## src/rtl/any1_issue_unit.sv

```systemverilog
// Single-slot issue unit: takes one scheduler pick, holds it for execute, then writes back.
// Optional watchdog enabled by defining ANY1_ISSUE_TIMEOUT_EN.
module any1_issue_unit #(
    parameter int unsigned ROB_ENTRIES    = 64,
    parameter logic [7:0]  TIMEOUT_CYCLES = 8'd255
) (
    input  logic        clk,
    input  logic        rst,
    input  logic [6:0]  selection,
    input  logic [31:0] sel_ir,
    input  logic [63:0] sel_a,
    input  logic [63:0] sel_b,
    input  logic [63:0] sel_c,
    input  logic        flush,
    output logic        issue_ready,
    output logic        out_set,
    output logic [5:0]  out_rid,
    output logic        ex_valid,
    output logic [5:0]  ex_rid,
    output logic [31:0] ex_ir,
    output logic [63:0] ex_a,
    output logic [63:0] ex_b,
    output logic [63:0] ex_c,
    input  logic        ex_done,
    input  logic [63:0] ex_res,
    input  logic [7:0]  ex_exc,
    output logic        wb_v,
    output logic [5:0]  wb_rid,
    output logic [63:0] wb_res,
    output logic [7:0]  wb_exc
);

    localparam logic [7:0] TIMEOUT_EXC = 8'hFE;

    typedef enum logic [1:0] {
        IDLE = 2'd0,
        EXEC = 2'd1,
        WB   = 2'd2
    } state_t;

    state_t state;
    state_t state_nxt;
    logic   set_q;
    logic   accept;
    logic   timeout_hit;

    // Rob index is fixed at 6 bits, so the slot count cannot exceed 64.
    if (ROB_ENTRIES == 0 || ROB_ENTRIES > 64 || TIMEOUT_CYCLES == 8'd0) begin : g_bad_cfg
        $error("any1_issue_unit: unsupported ROB_ENTRIES/TIMEOUT_CYCLES");
    end

    assign accept = (state == IDLE) && !selection[6] && !flush;

`ifdef ANY1_ISSUE_TIMEOUT_EN
    logic [7:0] wd_cnt;

    // Watchdog counts EXEC cycles that end without a result.
    always_ff @(posedge clk) begin
        if (rst) begin
            wd_cnt <= 8'd0;
        end else if (accept) begin
            wd_cnt <= 8'd0;
        end else if (state == EXEC && !ex_done && !flush) begin
            wd_cnt <= wd_cnt + 8'd1;
        end
    end

    assign timeout_hit = (state == EXEC) && !ex_done && (wd_cnt == TIMEOUT_CYCLES - 8'd1);
`else
    assign timeout_hit = 1'b0;
`endif

    always_ff @(posedge clk) begin
        if (rst) begin
            state <= IDLE;
        end else begin
            state <= state_nxt;
        end
    end

    always_comb begin
        state_nxt = state;
        if (flush) begin
            state_nxt = IDLE;
        end else begin
            case (state)
                IDLE:    if (accept) state_nxt = EXEC;
                EXEC:    if (ex_done || timeout_hit) state_nxt = WB;
                WB:      state_nxt = IDLE;
                default: state_nxt = IDLE;
            endcase
        end
    end

    // Strobes are gated by flush/rst so they vanish in the cycle those arrive.
    always_comb begin
        issue_ready = 1'b0;
        ex_valid    = 1'b0;
        out_set     = 1'b0;
        wb_v        = 1'b0;
        if (!rst && !flush) begin
            issue_ready = (state == IDLE);
            ex_valid    = (state == EXEC);
            out_set     = set_q;
            wb_v        = (state == WB);
        end
    end

    assign out_rid = ex_rid;
    assign wb_rid  = ex_rid;

    // Operand capture on accept; ex_rid holds through WB so writeback reports the issuing slot.
    always_ff @(posedge clk) begin
        if (rst) begin
            set_q  <= 1'b0;
            ex_rid <= 6'd0;
            ex_ir  <= 32'd0;
            ex_a   <= 64'd0;
            ex_b   <= 64'd0;
            ex_c   <= 64'd0;
            wb_res <= 64'd0;
            wb_exc <= 8'd0;
        end else begin
            set_q <= accept;
            if (accept) begin
                ex_rid <= selection[5:0];
                ex_ir  <= sel_ir;
                ex_a   <= sel_a;
                ex_b   <= sel_b;
                ex_c   <= sel_c;
            end
            if (state == EXEC && !flush) begin
                if (ex_done) begin
                    wb_res <= ex_res;
                    wb_exc <= ex_exc;
                end else if (timeout_hit) begin
                    wb_res <= 64'd0;
                    wb_exc <= TIMEOUT_EXC;
                end
            end
        end
    end

endmodule

```

## config.mk

```make
export PLATFORM = sky130hd
export DESIGN_NAME = any1_issue_unit
export DESIGN_NICKNAME = d
export VERILOG_FILES = /design/src/rtl/any1_issue_unit.sv
export SDC_FILE = /design/constraint.sdc
export NUM_CORES = 1
export LEC_CHECK = 0
export CAP_MARGIN = 20
export CORE_AREA = 5 5 241 243
export DETAILED_ROUTE_END_ITERATION = 12
export DIE_AREA = 0 0 246 248
export GPL_TIMING_DRIVEN = 0
export PLACE_DENSITY = 0.65
export SLEW_MARGIN = 20
export SYNTH_ARGS = -nofsm -noshare
export SYNTH_HDL_FRONTEND = slang
export SYNTH_SLANG_ARGS = --single-unit
```

## constraint.sdc

```tcl
create_clock -name clk -period 3.2 [get_ports clk]
set_input_delay 0.64 -clock clk [delete_from_list [all_inputs] [get_ports clk]]
set_output_delay 0.64 -clock clk [all_outputs]
set_load 0.03 [all_outputs]
```

# ---- Word level (Yosys, flattened, before mapping)
# Index checks and enable logic that the tools add are counted.
dict set report totals {
  ff_bits 305
}
dict set report classes {
  n_mux 7
  eq_ne 4
  n_reduce_logical 11
}
# cell n
set ops {}
lappend ops {{1-bit logical AND} 4}
lappend ops {{1-bit 2-to-1 mux} 4}
lappend ops {{2-bit 2-to-1 mux} 2}
lappend ops {{2-bit != test, second input constant} 2}
lappend ops {{2-bit case mux with 2 select lines} 1}
lappend ops {{2-bit AND reduction} 2}
lappend ops {{1-bit zero test} 3}
lappend ops {{2-bit by 1-bit == test with 1-bit output, second input constant} 1}
lappend ops {{2-bit == test, second input constant} 1}
lappend ops {{2-bit zero test} 1}
lappend ops {{2-bit OR reduction} 1}

# ---- Longest topological paths before layout
# Gate-level depths: netlist (run 1).
dict set report logic_depth {
  depth_word 5
  mapped_depth 6
  mapped_depth_nobuf 2
}

# ---- Worst setup path after synthesis (run 1)
# OpenSTA, ideal clock, no wires.
dict set report synth_path {
  path_kind {input port to output port}
  startpoint {in rst}
  endpoint {out wb_v}
  t_arrival_ns 2.116
  path_stages 4
  path_buffers 3
  path_slack_ns 0.444
  required_ns 2.560
  cell_sequence {clkbuf_1 -> buf_2 -> clkbuf_1 -> nor4b_1}
}
dict set report synth_between {
  elab_chain_len 3
}
# item line_no
set synth_rtl {}
lappend synth_rtl {{from (decl)} 8} ;# input logic rst,
lappend synth_rtl {{1-bit zero test} 101} ;# if (!rst && !flush) begin
lappend synth_rtl {{1-bit logical AND} 101}
lappend synth_rtl {{1-bit 2-to-1 mux} 101}
lappend synth_rtl {{to (decl)} 27} ;# output logic wb_v,
# Every way passes these cells.

# ---- Worst setup path after layout (run 1)
dict set report layout_path {
  startpoint {in rst}
  endpoint {out ex_valid}
}
dict set report layout_between {
  elab_chain_len 3
}
# item line_no
set layout_rtl {}
lappend layout_rtl {{1-bit zero test} 101}
lappend layout_rtl {{1-bit logical AND} 101}
lappend layout_rtl {{1-bit 2-to-1 mux} 101}
lappend layout_rtl {{to (decl)} 18} ;# output logic ex_valid,
# Every way passes these cells.

==> results.ini, run 1 <==
[floorplanning]
die_x_um = 246
fp-row-count = 87
die_h_um = 248
ios = 625
start_util_pct = 24.69
core_region_area_um2 = 55730
dieArea_um2 = 61010

[synthesis]
syn-instance-count = 1337
syn-num-nets = 1644
ys_seq_area_share_pct = 44.38
yosys.area_share.simple_pct = 27.93
synth_compound_area_share_pct = 0.05456
synth_mux_area_share_pct = 21.97
synth_fa_ha_area_share_pct = 0
synth.avg_cell_area_um2 = 10.29
ys_types = 19
synth_top_family_by_area = simple AND/OR/NAND/NOR gates
syn_area_um2 = 13760
synthXorXnorAreaFrac_pct = 0
ys_ff_latch = 305
ys.warnings.count = 0

[global_routing]
gr-usage-met1_pct = 17.23
antenna_found_initial = 1
grt_overflow = 0
grt_pass1_wl_um = 74310
gr-max-usage-layer = met2
use_met3_pct = 5.826
grt_pass1_vias = 12360
use_met2_pct = 28.02
grt_start_max_net_pins = 12
grtUsageTotal_pct = 15.59

[hold_path]
min-delay-start = ex_a[33]$_SDFFE_PP0P_
holdPathStages = 2
hold_class = reg2reg

[timing]
fin_crit_ns = 3.063
clock_skew_ns = 0.01250
rsz0062_at_grt = false
post-route-period-util_pct = 95.72
worst_slew_pin_slew_ns = 0.6901
fmax_mhz = 326.5
relSlewSlack_pct = 53.99
hold_violations = 0
fin_hold_ws_ns = 0.4699
fin_setup_tns_ns = 0
finalSetupViolCount = 0
slew_viol_final = 0

[power_and_ir_drop]
vdd_drop_max_v = 0.0003134
internal_power_uw = 7434
p_sw_uw = 2614
seq_power_share_pct = 40.4
power_leakage_uw = 0.007897
p_per_area_nw_per_um2 = 453.7
pwr-share-comb_pct = 18.1
switching_share_pct = 26.02
clockPowerShare_pct = 41.5

[layout]
finalNonFillerCells = 2779
num-fill-cells = 5491
nNetsFinal = 2307
synthToLayoutAreaGrowth_pct = 60.94
fin_util_pct = 39.73
postLayoutCellArea_um2 = 22150
seqCellArea_um2 = 6106
multi_input_area_um2 = 6873
diodes = 0
drive_gt1_share_pct = 5.240

[setup_path]
reg2reg_depth = 4
crit_path_start = rst
endpoint_kind = output port
start_kind = input port
worstSetupPathType = in2out
critPathMaxFanout = 10
required_ns = 2.56
arrival_ns = 2.42
r2r_start = state[0]$_SDFFE_PP0P_

[routing]
antenna_left = 0
drc = 0
vias = 11450
vias_per_cell = 4.121
drt_pass1_iterations = 4
routed_wl_um = 50450
wl_per_cell_um = 18.15
drt_iter0_markers = 309

[cts]
clk_pin_slew_worst_paths_ns = 0.06
cts_root_buf = clkbuf_16
htreeDepth = 2
insertion_delay_ns = 0.53
cts_tree = built
cts_buffers = 39
cts_sinks = 305
cts_setup_buffers = 0
clockBufferDepth = 3
hold_buffers = 0

[placed_design]
numPortBuffers = 623
gp_congestion = 0.8799
place_inst = 2716
dpl_cell_area_um2 = 20940
hpwl_um = 40440

[status]
status = finished, final reports clean

[job]
drv_cap = 0

==> repair_timing <==
action	in CTS	in global routing
resized for setup	2	0
setup endpoints to repair	3	1
cloned	0	0
==> metrics by stage <==
stage	setup WS (ns)	total power [uW]
floorplan	0.4443	5045
global placement	-0.3309	5956
detailed placement	-0.2960	5978
CTS	0.02591	10230
global route	0.04063	10480
finish	0.1371	10050
==> cells in the mapped netlist <==
cell type  instances  share of area, %
dfxtp_1          305                44
nor2b_1            1             0.045
buf_12             2              0.29
buf_4             23               1.3
nor4_1             1             0.045
inv_1              1             0.027
nor3_1             1             0.036
mux2i_1          302                22
nor4bb_1           1             0.073
and2_1             1             0.045
nand2b_1         604                27
buf_8             20               2.2
or3_1              1             0.045
a211oi_1           1             0.055
buf_2              4              0.15
clkbuf_1          65               1.8
nor4b_1            1             0.064
nor3b_1            1             0.055
nor2_1             2             0.055
==> cell families after synthesis <==
logic type	Yosys count
and+or+nand+nor	614
muxes	302
AOI/OAI and AO/OA	1
DFF	305
buffers and inverters	115
==> cells in the final DEF (no fill, tap or decap) <==
cell             netlist  routed
clkdlybuf4s50_1        0     622
nand2b_1             604     604
dfxtp_1              305     305
mux2i_1              302     302
clkbuf_1              65      71
clkbuf_16              0      39
buf_4                 23      23
buf_8                 20      20
clkbuf_8               0      12
buf_2                  4       4
nor2_1                 2       2
buf_12                 2       2
inv_6                  0       2
clkinv_2               0       2
clkbuf_2               0       1
nor4b_1                1       1
inv_1                  1       1
or3_1                  1       1
nor3b_1                1       1
nor4_1                 1       1
nor4bb_1               1       1
and2_1                 1       1
a211oi_1               1       1
nor2b_1                1       1
nor3_1                 1       1
clkinv_4               0       1
dlygate4sd2_1          0       1
==> worst max-delay path: stages <==
cell and delay (ns):
clkbuf_2 0.22, clkbuf_1 0.30, or3_1 0.43, nor2_1 0.11, clkdlybuf4s50_1 0.71
==> power groups by stage <==
| stage | clock network [uW] | logic, uW | registers, uW |
|---|---|---|---|
| 6_report | 4170 | 1820 | 4060 |
| 4_1_cts | 4320 | 1840 | 4060 |
| 5_1_grt | 4470 | 1930 | 4080 |
| 2_1_floorplan | 0 | 597 | 4450 |
| 3_3_place_gp | 0 | 1820 | 4140 |
| 3_5_place_dp | 0 | 1840 | 4140 |
==> layout make-up <==
class / count / area share, %
Buffer: 113 / 3.497
Clock buffer: 59 / 5.288
Clock inverter: 5 / 0.1639
Inverter: 1 / 0.01695
Multi-Input combinational cell: 917 / 31.04
Sequential cell: 305 / 27.57
Tap cell: 756 / 4.271
Timing Repair Buffer: 623 / 28.15
==> metal layers <==
metal  vias to the layer above  share of wire [%]
met2                       417                 50
li1                       5613                  -
met4                         2                2.7
met5                         -              0.032
met3                        76                8.8
met1                      5345                 38
==> worst paths after layout <==
path	endpoint	slack (ns)
worst min-delay path	ex_a[33]$_SDFFE_PP0P_	0.47
worst min register to register	ex_a[33]$_SDFFE_PP0P_	0.47
worst max register to register	wb_exc[6]$_SDFFE_PP0P_	1.65
worst max-delay path	ex_valid	0.14
==> flip-flops by register name, indices dropped and copies added, names as in the netlist <==
| signal | count |
|---|---|
| ex_a | 64 |
| ex_b | 64 |
| ex_c | 64 |
| ex_ir | 32 |
| ex_rid | 6 |
| set_q | 1 |
| state | 2 |
| wb_exc | 8 |
| wb_res | 64 |
Power figures use the tool's default switching activity.
==> inputs of run 2 (changes only) <==
clock period = 3.65 ns   (was 3.2 ns; I/O delays follow)
==> results.ini, run 2 (synthesis gave the netlist of run 1 again) <==
[layout]
finalNonFillerCells = 2780
synthToLayoutAreaGrowth_pct = 60.98
nNetsFinal = 2308
mostFrequentLayoutCells = clkdlybuf4s50_1 (623), nand2b_1 (604), dfxtp_1 (305), mux2i_1 (302), clkbuf_1 (72)
final_common_cell = clkdlybuf4s50_1
drive_gt1_share_pct = 5.237
num-fill-cells = 5492
diodes = 0

[timing]
relSlewSlack_pct = 55.21
slew_viol_final = 0
hold_violations = 0
post-route-period-util_pct = 91.99
worst_slew_pin_slew_ns = 0.6718
fmax_mhz = 297.8
rsz0062_at_grt = false
finalSetupViolCount = 0
fin_crit_ns = 3.358
fin_ws_ns = 0.2923
clock_skew_ns = 0.01221

[cts]
cts_sinks = 305
insertion_delay_ns = 0.53
clockBufferDepth = 3
hold_buffers = 0
cts_tree = built
cts_buffers = 39
clk_pin_slew_worst_paths_ns = 0.06
cts_root_buf = clkbuf_16
htreeDepth = 2

[setup_path]
cp_cell_sequence = clkbuf_2 > buf_2 > clkbuf_1 > nor4b_1 > clkdlybuf4s50_1
arrival_ns = 2.63
crit_buf_inv = 4
crit_path_start = rst
worstSetupPathType = in2out
r2r_start = state[0]$_SDFFE_PP0P_
slowest_delay_ns = 0.77
required_ns = 2.92
start_kind = input port
endpoint_kind = output port
slowest_stage = clkdlybuf4s50_1
cpLargestDelayFamily = buffers and inverters
critPathMaxFanout = 10

[placed_design]
pre_cts_slack_ns = -0.02597
hpwl_um = 40440
numPortBuffers = 623
place_inst = 2716
gp_congestion = 0.8799

[floorplanning]
dieArea_um2 = 61010
die_x_um = 246
fp-row-count = 87
start_util_pct = 24.69
die_h_um = 248
core_region_area_um2 = 55730
ios = 625

[power_and_ir_drop]
clockPowerShare_pct = 41.5
p_total_uw = 8809
internal_power_uw = 6518
seq_power_share_pct = 40.4
p_per_area_nw_per_um2 = 397.7
switching_share_pct = 26.02
p_sw_uw = 2292
power_leakage_uw = 0.007893
vdd_drop_max_v = 0.0002759
pwr-share-comb_pct = 18.1

[routing]
drt_iter0_markers = 313
wl_per_cell_um = 18.15
vias_per_cell = 4.103
drc = 0
drt_pass1_iterations = 4
routed_wl_um = 50450
vias = 11410
antenna_left = 0

[job]
drv_cap = 0

[global_routing]
use_met2_pct = 28.02
gr-usage-met1_pct = 17.23
grt_pass1_vias = 12360
grt_overflow = 0
grt_pass1_wl_um = 74310
grtUsageTotal_pct = 15.59
gr-max-usage-layer = met2
use_met3_pct = 5.826
antenna_found_initial = 1
grt_start_max_net_pins = 12

[hold_path]
min-delay-start = ex_a[33]$_SDFFE_PP0P_
hold_class = reg2reg

[status]
status = finished, final reports clean

[run 2: changes by cell type in the layout (fill, tap and decap cells not counted), sizes merged]
cell and delta:
clkbuf +1, clkdlybuf4s50 +1, dlygate4sd2 -1
[run 2: path summary, 6_finish.rpt]
kind	depth (start not counted)	slack, ns	to
setup reg to reg	4	2.10	wb_exc[6]$_SDFFE_PP0P_
setup / recovery	5	0.29	wb_v
hold / removal	2	0.47	ex_a[33]$_SDFFE_PP0P_
hold reg to reg	2	0.47	ex_a[33]$_SDFFE_PP0P_
[run 2: power by group through the flow]
| stage | Sequential, uW | Combinational (uW) | Clock (uW) |
|---|---|---|---|
| 5_1_grt | 3580 | 1690 | 3920 |
| 3_5_place_dp | 3630 | 1610 | 0 |
| 2_1_floorplan | 3900 | 523 | 0 |
| 3_3_place_gp | 3630 | 1600 | 0 |
| 6_report | 3560 | 1590 | 3660 |
| 4_1_cts | 3560 | 1620 | 3790 |
[run 2: worst min-delay path: cells and delay by family (launching register included)]
family | cells | cell delay, ns
flops | 1 | 0.31
mux | 1 | 0.06
simple gates | 1 | 0.06
[run 2: final cells by class]
cell class                 count  area, um2  area share [%]
buffer                       114      778.2           3.514
clock buffer                  59       1171           5.287
clock inverter                 5      36.28          0.1638
inverter                       1      3.754         0.01695
multi-input combinational    917       6873           31.03
sequential                   305       6106           27.57
tap                          756      945.9           4.270
timing repair buffer         623       6236           28.15
[run 2: what timing repair did]
item                       4_1_cts  5_1_grt
setup endpoints to repair        2        0
gates resized for setup          1        0
buffers inserted                 0        0
[run 2: metal layers]
layer  wire [um]  vias up
li1            -     5616
met4        1325        2
met3        4375       71
met2       25280      403
met5          13        -
met1       19450     5313
[run 2: metrics by stage]
stage | area [um2] | util [%] | hold slack [ns] | TNS (ns)
after floorplan | 13760 | - | 0.4892 | 0
after global placement | 20940 | 37.57 | 0.4574 | -0.1109
after detailed placement | 20940 | 37.57 | 0.4611 | -0.04290
after CTS | 22150 | 39.74 | 0.4729 | 0
after global routing | 22150 | 39.74 | 0.4886 | 0
final | 22150 | 39.74 | 0.4699 | 0
==> inputs of run 3 (changes only) <==
clock period = 3.4 ns   (was 3.65 ns; I/O delays follow)
==> results of run 3 <==
The final DEF is identical to that of run 2. Status: finished, final reports clean.
Among the figures that moved: setup slack after placement -0.02597 ns -> -0.1760 ns; setup slack after layout 0.2923 ns -> 0.1423 ns; register-to-register setup slack 2.10 ns -> 1.85 ns; total power 8809 uW -> 9457 uW; worst IR drop on VDD 0.0002759 V -> 0.0002962 V
